==> config.mk <==
export PLATFORM = sky130hd
export DESIGN_NAME = training_epoch_sequencer
export DESIGN_NICKNAME = d
export VERILOG_FILES = /design/src/rtl/training_epoch_sequencer_pkg.sv /design/src/rtl/training_epoch_sequencer_sample_addr_counter.sv /design/src/rtl/training_epoch_sequencer.sv
export SDC_FILE = /design/constraint.sdc
export NUM_CORES = 1
export LEC_CHECK = 0
export CAP_MARGIN = 10
export CORE_UTILIZATION = 47
export CTS_CLUSTER_SIZE = 40
export DETAILED_ROUTE_END_ITERATION = 7
export PLACE_DENSITY = 0.81
export REMOVE_ABC_BUFFERS = 1
export SYNTH_ARGS = -nofsm -noshare
export SYNTH_HDL_FRONTEND = slang
export SYNTH_SLANG_ARGS = --single-unit
==> constraint.sdc <==
create_clock -name clk -period 2.7 [get_ports clk]
set_clock_uncertainty 0.15 [all_clocks]
set_input_delay 0.27 -clock clk [delete_from_list [all_inputs] [get_ports clk]]
set_output_delay 0.27 -clock clk [all_outputs]
set_load 0.05 [all_outputs]
==> src/rtl/training_epoch_sequencer_pkg.sv <==
// Shared definitions for the perceptron learning machine and its epoch
// sequencer: sample/weight widths and the sequencer state encoding.
package training_epoch_sequencer_pkg;

  localparam int X_W = 7;   // sample feature width
  localparam int T_W = 2;   // target label width
  localparam int W_W = 14;  // weight width inside the learning machine

  typedef enum logic [2:0] {
    IDLE,
    KICK,
    WAIT_REQ,
    FETCH,
    EPOCH_END,
    DONE
  } seq_state_e;

endpackage

==> src/rtl/training_epoch_sequencer_sample_addr_counter.sv <==
// Sample RAM address counter: counts 0..N_SAMPLES-1 and wraps to 0,
// flagging the last sample of an epoch.
module sample_addr_counter #(
  parameter int N_SAMPLES = 100,
  parameter int ADDR_W    = 7
) (
  input  logic              clk,
  input  logic              rst,
  input  logic              i_clear,
  input  logic              i_inc,
  output logic [ADDR_W-1:0] o_addr,
  output logic              o_last
);

  localparam logic [ADDR_W-1:0] LAST_ADDR = ADDR_W'(N_SAMPLES - 1);

  logic [ADDR_W-1:0] r_addr;

  assign o_addr = r_addr;
  assign o_last = (r_addr == LAST_ADDR);

  // Address register: clear wins over increment; wrap after the last sample.
  always_ff @(posedge clk) begin
    // NOTE: state registers use non-blocking (<=) so every flop samples the
    // pre-edge values regardless of statement order.
    if (!rst) begin
      r_addr <= '0;
    end else if (i_clear) begin
      r_addr <= '0;
    end else if (i_inc) begin
      r_addr <= o_last ? '0 : r_addr + 1'b1;
    end
  end

endmodule

==> src/rtl/training_epoch_sequencer.sv <==
// Epoch sequencer for the perceptron learning machine. Feeds samples from
// the sample RAM on each machine request, counts epochs, and stops on a
// pass with no weight updates or at MAX_EPOCHS.
// The RAM read strobe and address are registered and issued in the FETCH
// cycle; the sample is captured at the end of FETCH, so data_valid follows
// mem_rd by one cycle and the machine's request by two.
// Optional watchdog: define SEQ_WATCHDOG_EN to end a stalled run with err=1.
module training_epoch_sequencer
  import training_epoch_sequencer_pkg::*;
#(
  parameter int N_SAMPLES  = 100,
  parameter int ADDR_W     = 7,
  parameter int MAX_EPOCHS = 50,
  parameter int EPOCH_W    = 8,
  parameter int WD_LIMIT   = 1023
) (
  input  logic               clk,
  input  logic               rst,
  input  logic               go,
  input  logic               abort,
  output logic               mem_rd,
  output logic [ADDR_W-1:0]  mem_addr,
  input  logic [X_W-1:0]     mem_x1,
  input  logic [X_W-1:0]     mem_x2,
  input  logic [T_W-1:0]     mem_t,
  output logic               lm_start,
  input  logic               lm_read_en,
  input  logic               lm_ready,
  input  logic               upd_seen,
  output logic [X_W-1:0]     x1Data,
  output logic [X_W-1:0]     x2Data,
  output logic [T_W-1:0]     tData,
  output logic               data_valid,
  output logic               busy,
  output logic               done,
  output logic               converged,
  output logic [EPOCH_W-1:0] epoch_cnt,
  output logic               err
);

  localparam logic [EPOCH_W-1:0] EPOCH_LAST = EPOCH_W'(MAX_EPOCHS - 1);

  seq_state_e r_state, w_next;

  logic [ADDR_W-1:0]  w_addr;
  logic               w_last;
  logic               w_addr_clr, w_addr_inc;
  logic               w_issue_rd, w_capture, w_epoch_eval, w_start_run;
  logic               w_wd_expired, w_wd_fire;
  logic               w_any_upd, w_busy;

  logic               r_mem_rd;
  logic [ADDR_W-1:0]  r_mem_addr;
  logic [X_W-1:0]     r_x1, r_x2;
  logic [T_W-1:0]     r_t;
  logic               r_data_valid;
  logic               r_converged;
  logic [EPOCH_W-1:0] r_epoch_cnt;
  logic               r_any_upd;

  // The update seen in the evaluating cycle itself still counts.
  assign w_any_upd  = r_any_upd | upd_seen;
  assign w_busy     = (r_state != IDLE) && (r_state != DONE);
  assign w_addr_clr = abort | w_start_run;

  sample_addr_counter #(
    .N_SAMPLES (N_SAMPLES),
    .ADDR_W    (ADDR_W)
  ) u_addr_cnt (
    .clk     (clk),
    .rst     (rst),
    .i_clear (w_addr_clr),
    .i_inc   (w_addr_inc),
    .o_addr  (w_addr),
    .o_last  (w_last)
  );

  // State register.
  always_ff @(posedge clk) begin
    if (!rst) r_state <= IDLE;
    else      r_state <= w_next;
  end

  // Next state and per-cycle strobes; abort overrides every transition.
  always_comb begin
    // NOTE: every output of this block gets a default first so no path
    // leaves a value unassigned and infers a latch.
    w_next       = r_state;
    w_addr_inc   = 1'b0;
    w_issue_rd   = 1'b0;
    w_capture    = 1'b0;
    w_epoch_eval = 1'b0;
    w_start_run  = 1'b0;
    w_wd_fire    = 1'b0;
    if (abort) begin
      w_next = IDLE;
    end else begin
      case (r_state)
        IDLE, DONE: begin
          if (go) begin
            w_next      = KICK;
            w_start_run = 1'b1;
          end
        end
        KICK: w_next = WAIT_REQ;
        WAIT_REQ: begin
          if (lm_read_en) begin
            w_issue_rd = 1'b1;
            w_next     = FETCH;
          end else if (w_wd_expired) begin
            w_wd_fire = 1'b1;
            w_next    = DONE;
          end
        end
        FETCH: begin
          w_capture  = 1'b1;
          w_addr_inc = 1'b1;
          w_next     = w_last ? EPOCH_END : WAIT_REQ;
        end
        EPOCH_END: begin
          if (lm_read_en || lm_ready) begin
            w_epoch_eval = 1'b1;
            if (!w_any_upd || (r_epoch_cnt == EPOCH_LAST)) w_next = DONE;
            else                                          w_next = WAIT_REQ;
          end else if (w_wd_expired) begin
            w_wd_fire = 1'b1;
            w_next    = DONE;
          end
        end
        default: w_next = IDLE;
      endcase
    end
  end

  // Datapath: RAM strobe, sample capture, epoch count and update tracking.
  always_ff @(posedge clk) begin
    if (!rst) begin
      r_mem_rd     <= 1'b0;
      r_mem_addr   <= '0;
      r_x1         <= '0;
      r_x2         <= '0;
      r_t          <= '0;
      r_data_valid <= 1'b0;
      r_converged  <= 1'b0;
      r_epoch_cnt  <= '0;
      r_any_upd    <= 1'b0;
    end else begin
      r_mem_rd     <= w_issue_rd;
      r_data_valid <= w_capture;
      if (w_issue_rd) r_mem_addr <= w_addr;
      if (w_capture) begin
        r_x1 <= mem_x1;
        r_x2 <= mem_x2;
        r_t  <= mem_t;
      end
      if (w_start_run) begin
        r_epoch_cnt <= '0;
        r_any_upd   <= 1'b0;
        r_converged <= 1'b0;
      end else if (abort) begin
        r_any_upd   <= 1'b0;
        r_converged <= 1'b0;
      end else begin
        if (w_busy) r_any_upd <= w_any_upd;
        if (w_epoch_eval) begin
          if (r_epoch_cnt != '1) r_epoch_cnt <= r_epoch_cnt + 1'b1;
          if (w_next == DONE) r_converged <= ~w_any_upd;
          else                r_any_upd   <= 1'b0;
        end
      end
    end
  end

`ifdef SEQ_WATCHDOG_EN
  localparam int WD_CNT_W = $clog2(WD_LIMIT + 1);

  logic [WD_CNT_W-1:0] r_wd_cnt;
  logic                r_err;

  // Fires on the WD_LIMIT-th consecutive cycle spent waiting in one state.
  assign w_wd_expired = (r_wd_cnt == WD_CNT_W'(WD_LIMIT - 1));
  assign err          = r_err;

  // Watchdog counter restarts on any state change; err is sticky until go/abort.
  always_ff @(posedge clk) begin
    if (!rst) begin
      r_wd_cnt <= '0;
      r_err    <= 1'b0;
    end else begin
      if (w_next != r_state)
        r_wd_cnt <= '0;
      else if ((r_state == WAIT_REQ) || (r_state == EPOCH_END))
        r_wd_cnt <= r_wd_cnt + 1'b1;
      if (w_start_run || abort) r_err <= 1'b0;
      else if (w_wd_fire)       r_err <= 1'b1;
    end
  end
`else
  assign w_wd_expired = 1'b0;
  assign err          = 1'b0;
`endif

  assign mem_rd     = r_mem_rd;
  assign mem_addr   = r_mem_addr;
  assign lm_start   = (r_state == KICK);
  assign x1Data     = r_x1;
  assign x2Data     = r_x2;
  assign tData      = r_t;
  assign data_valid = r_data_valid;
  assign busy       = w_busy;
  assign done       = (r_state == DONE);
  assign converged  = r_converged;
  assign epoch_cnt  = r_epoch_cnt;

endmodule

* After elaboration in Yosys (flattened, before gate mapping)
Index checks and enable logic that the tools add are counted.
Word-level totals: flip-flop bits (word level) 45, word-level logic and storage cells 62
Operators by class: bitwise operators 5, muxes and demuxes 22, add/subtract/negate cells 2, equal/unequal tests 10, reduce and logical (&&, ||, !) cells 12
Operators with widths (count):
- $mux 3 | 6
- $pmux 3 s5 | 1
- $mux 1 | 14
- $eq 3x3->1 const B | 3
- $add 8x1->8 const B | 1
- $eq 8x6->1 const B | 1
- $ne 8x8->1 const B | 1
- $add 7x1->7 const B | 1
- $eq 7x7->1 const B | 1
- $mux 7 | 1
- $eq 3x2->1 const B | 2
- $reduce_or 2->1 | 3
- $eq 3x1->1 const B | 1
- $logic_not 3->1 | 1
- $ne 3x3->1 const B | 1
- $not 1->1 | 3
- $reduce_and 3->1 | 1
- $reduce_bool 3->1 | 1
- $reduce_or 3->1 | 1
- $logic_or 1x1->1 | 2
- $or 1x1->1 | 2
- $reduce_and 2->1 | 1
- $logic_and 1x1->1 | 1
- $logic_not 1->1 | 1

* Depth between registers and ports, before layout
depth in word-level cells 10, depth in mapped cells 6, gate-level depth less buffers 5

* By module
From an unflattened synthesis, not the netlist that was laid out.
Unflattened totals: cell total of the unflattened synthesis 242, area total of the unflattened synthesis 2026.9 µm²
By module, submodules not included:
- training_epoch_sequencer | times used 1, seq. area each 760.7 µm², cells an instance 201, area an instance 1671.6 µm²
- sample_addr_counter | times used 1, seq. area each 140.1 µm², cells an instance 41, area an instance 355.3 µm²

* Worst setup path before layout
OpenSTA, ideal clock, no wires.
path type reg-to-reg, from register r_epoch_cnt[0], in the netlist epoch_cnt[0], to register r_epoch_cnt[6], in the netlist epoch_cnt[6], data required time 2.435 ns, slack 0.789 ns, arrival 1.646 ns, period minus slack after synthesis 1.911 ns, setup time 0.115 ns, stages on the path, launching flop included 6, path through dfxtp_1 > ha_1 > nand3_1 > nor4b_2 > a21oi_1 > o21a_1
On the way: longest elaborated chain between the ends 2, elaborated cells on any way between the ends 3
Ends and longest elaborated chain:
- from (decl) | line training_epoch_sequencer.sv:58 | logic [EPOCH_W-1:0] r_epoch_cnt;
- from (signal assigned) | line training_epoch_sequencer.sv:166 | if (r_epoch_cnt != '1) r_epoch_cnt <= r_epoch_cnt + 1'b1;
- parallel branches: the longest is 2 deep, another holds $add 8x1->8
Several ways; the timed one is not identified. A chain may end at the register's enable or synchronous reset.

* Worst setup path in the final report
from register r_state[2], to output port done
On the way: longest elaborated chain between the ends 1
Ends and longest elaborated chain:
- from (decl) | line training_epoch_sequencer.sv:43 | seq_state_e r_state, w_next;
- from (signal assigned) | line training_epoch_sequencer.sv:81 | else r_state <= w_next;
- $eq 3x3->1 | line training_epoch_sequencer.sv:211 | assign done = (r_state == DONE);
- to (decl) | line training_epoch_sequencer.sv:35 | output logic done,
No other way between the ends.

==> results by group <==
Logic synthesis
  • Netlist cell types: 42
  • Post-synthesis register bit count: 45
  • Ys async rst share: 0
  • Synth top area cells: dfxtp_1 (44%), nand2_1 (7.9%), a21boi_0 (5.9%)
  • Avg Inst Size Synth: 8.63 sq um
  • Yosys top cell area share: 0.440
  • Post-synthesis cell count: approximately 240
  • EDFF count, synth: 0
  • Area of the mapped netlist: just over 2000 sq um
  • Post-synth top flop: dfxtp_1
  • Register area share after synthesis: 0.440
  • Synth area leader: dfxtp_1
  • Yosys warns: 0

Global route
  • Grt ovf: 0
  • Largest net degree at the start of global routing: 26
  • Number of global-route vias before repair: around 1,700
  • First-pass GRT wire length: about 7600 um
  • GRT Overall Usage: 0.222
  • Initial antenna violation count: 0

Clock tree
  • CTS tree: done
  • Clock Path Buffers: 2
  • Htree depth: 2
  • Worst skew pair latency: approximately 0.3 ns
  • Clk root buf: clkbuf_8
  • Clock Pin Slew Worst Setup and Hold Paths: ~0.080 ns
  • # hold bufs at CTS: 0
  • Post-CTS Repair Setup Buffers: 0
  • TritonCTS buffer count: 5
  • Cts repair resizes: 0
  • Clk sinks: between 40 and 50

Setup path
  • Crit path cell chain: buf_4 > and3_1 > clkdlybuf4s50_1
  • Critical-path top delay cell: clkdlybuf4s50_1
  • Setup CP Type: reg2out
  • Worst Setup End Kind: output port
  • Largest delay share family, worst path: buffers and inverters
  • Worst reg2reg path endpoint: epoch_cnt[5]
  • Buf/Inv on CP: 2
  • Startpoint types: flip-flop
  • Arr. time, crit path: between 2 and 2.5 ns
  • WP data required: 2.28 ns
  • CP peak stage delay: about 0.79 ns
  • FF-to-FF Start: r_state[2]
  • R2R depth: 4
  • Max FO, Critical Path: 9
  • Reg2reg setup slack: 0.55 ns

STA
  • RSZ-0062 raised after global routing: no
  • Max-slew violation count: 0
  • Hold Fails Final Rpt: 0
  • Period utilization: 0.902
  • Worst slew margin: 0.574
  • Fmax: between 400 and 500 MHz
  • TNS Setup: 0 ns
  • Fin crit period: between 2 and 2.5 ns
  • Slew @ Worst Pin: approximately 0.64 ns
  • Final setup fails: 0

Floorplanning
  • Initial Utilization: 0.501
  • Die Area: approximately 4600 sq um
  • Die H: a little under 70 um
  • Die width: approximately 70 um
  • I/O pins: between 60 and 70
  • # rows: 23
  • Core footprint: ~4100 sq um

Power
  • Leak Pwr: approximately 0.9 nW
  • Peak VDD IR: between 0.0003 and 0.0004 V
  • Pwr/cell area: roughly 460 nW/um^2

Min path
  • Hold endpoint: x1Data[2]
  • Hold_sp: x1Data[2]
  • Worst hold-check path type: reg2reg
  • Hold depth: 2

Job
  • Max cap viols: 0

Route
  • Final WL: between 4000 and 5000 um
  • Vias/cell: 5.25
  • Antenna Nets Post-Route: 0
  • DRT iter0 DRCs: 94
  • DRC viols: 0
  • Via count: roughly 1,800
  • Mean routed wirelength per cell: 13.0 um
  • Initial DRT Pass Iterations: 4

Finish
  • Ratio of cells with drive above 1 in the final layout: 0.0640
  • # diodes: 0
  • Most common cell after layout, fill and taps aside: clkdlybuf4s50_1
  • Commonest cells after routing, fill and taps aside: clkdlybuf4s50_1 (59), dfxtp_1 (45), nand2_1 (43)
  • Area growth syn-to-layout: 36.9%
  • Final Util: 0.685
  • Net count reported at finish: between 300 and 400

Placed design
  • PortBufs: 59
  • Detail Placement HPWL: 3240 um
  • Gpl congestion: between 0.7 and 0.8

Outcome
  • Status: completed
worst max-delay path by stage:
stage,startpoint,endpoint,depth (start not counted)
3_5_place_dp,abort,epoch_cnt[5],5
4_1_cts,r_state[2],done,3
6_report,r_state[2],done,3
3_3_place_gp,abort,epoch_cnt[4],4
2_1_floorplan,r_state[0],u_addr_cnt.o_addr[3],4
5_1_grt,r_state[0],busy,3
through the flow:
stage,total power [mW],area (sq um),instances,hold WS [ns],setup slack [ns]
3_5_place_dp,0.786,2690,339,0.306,0.457
3_3_place_gp,0.786,2690,339,0.299,0.480
6_report,1.28,2800,347,0.313,0.264
4_1_cts,1.29,2800,347,0.317,0.268
2_1_floorplan,0.732,1980,225,0.248,-0.109
5_1_grt,1.33,2800,347,0.349,0.152
cells by family (layout without fill, tap and decap cells):
logic type,Yosys count,count (layout),synth area share
other cells,1,1,0.00183
xor+xnor,8,8,0.0342
mux,10,10,0.0489
fa+ha+maj,3,3,0.0184
simple gates,107,107,0.264
compound gates,46,46,0.152
buf+inv,17,77,0.0398
flops,45,45,0.440
per-layer routing:
| metal | track usage | share of wire |
|---|---|---|
| met1 | 0.295 | 0.47 |
| met2 | 0.331 | 0.44 |
| met3 | 0.0750 | 0.075 |
| met4 | 0.0781 | 0.015 |
| met5 | 0 | 0 |
power breakdown:
group	total (mW)	internal, mW	switching, mW	leakage [nW]
logic	0.0999	0.0530	0.0469	0.486
registers	0.671	0.665	0.00565	0.363
clock network	0.506	0.278	0.228	0.0554
total	1.28	0.996	0.281	0.904
area by class of cell:
cell class	instances	area, sq um
sequential	45	901
tap	50	62.6
fill	352	1290
inverter	5	18.8
clock buffer	6	72.6
clock inverter	2	38.8
timing repair buffer	64	628
multi-input combinational	175	1080
sequential cells by signal (all words and copies together) (netlist names):
signal             count
epoch_cnt              8
mem_addr               7
u_addr_cnt.o_addr      7
x1Data                 7
x2Data                 7
r_state                3
tData                  2
converged              1
data_valid             1
mem_rd                 1
r_any_upd              1
cells in the mapped netlist (all sizes together), types with 4 or more instances:
cell type	instances
a21boi	16
xnor2	4
nor2	17
mux2i	10
nand3	9
nand2	43
a21oi	11
nor2b	8
o21ai	5
inv	5
clkbuf	7
or3	4
xor2	4
buf	5
dfxtp	45
nand2b	5
worst register-to-register path, stage by stage (launching register included):
cell and delay, ns:
dfxtp_1 0.54, or3b_4 0.45, or2_1 0.35, nor4_1 0.37, mux2i_1 0.22
Power figures use the tool's default switching activity.
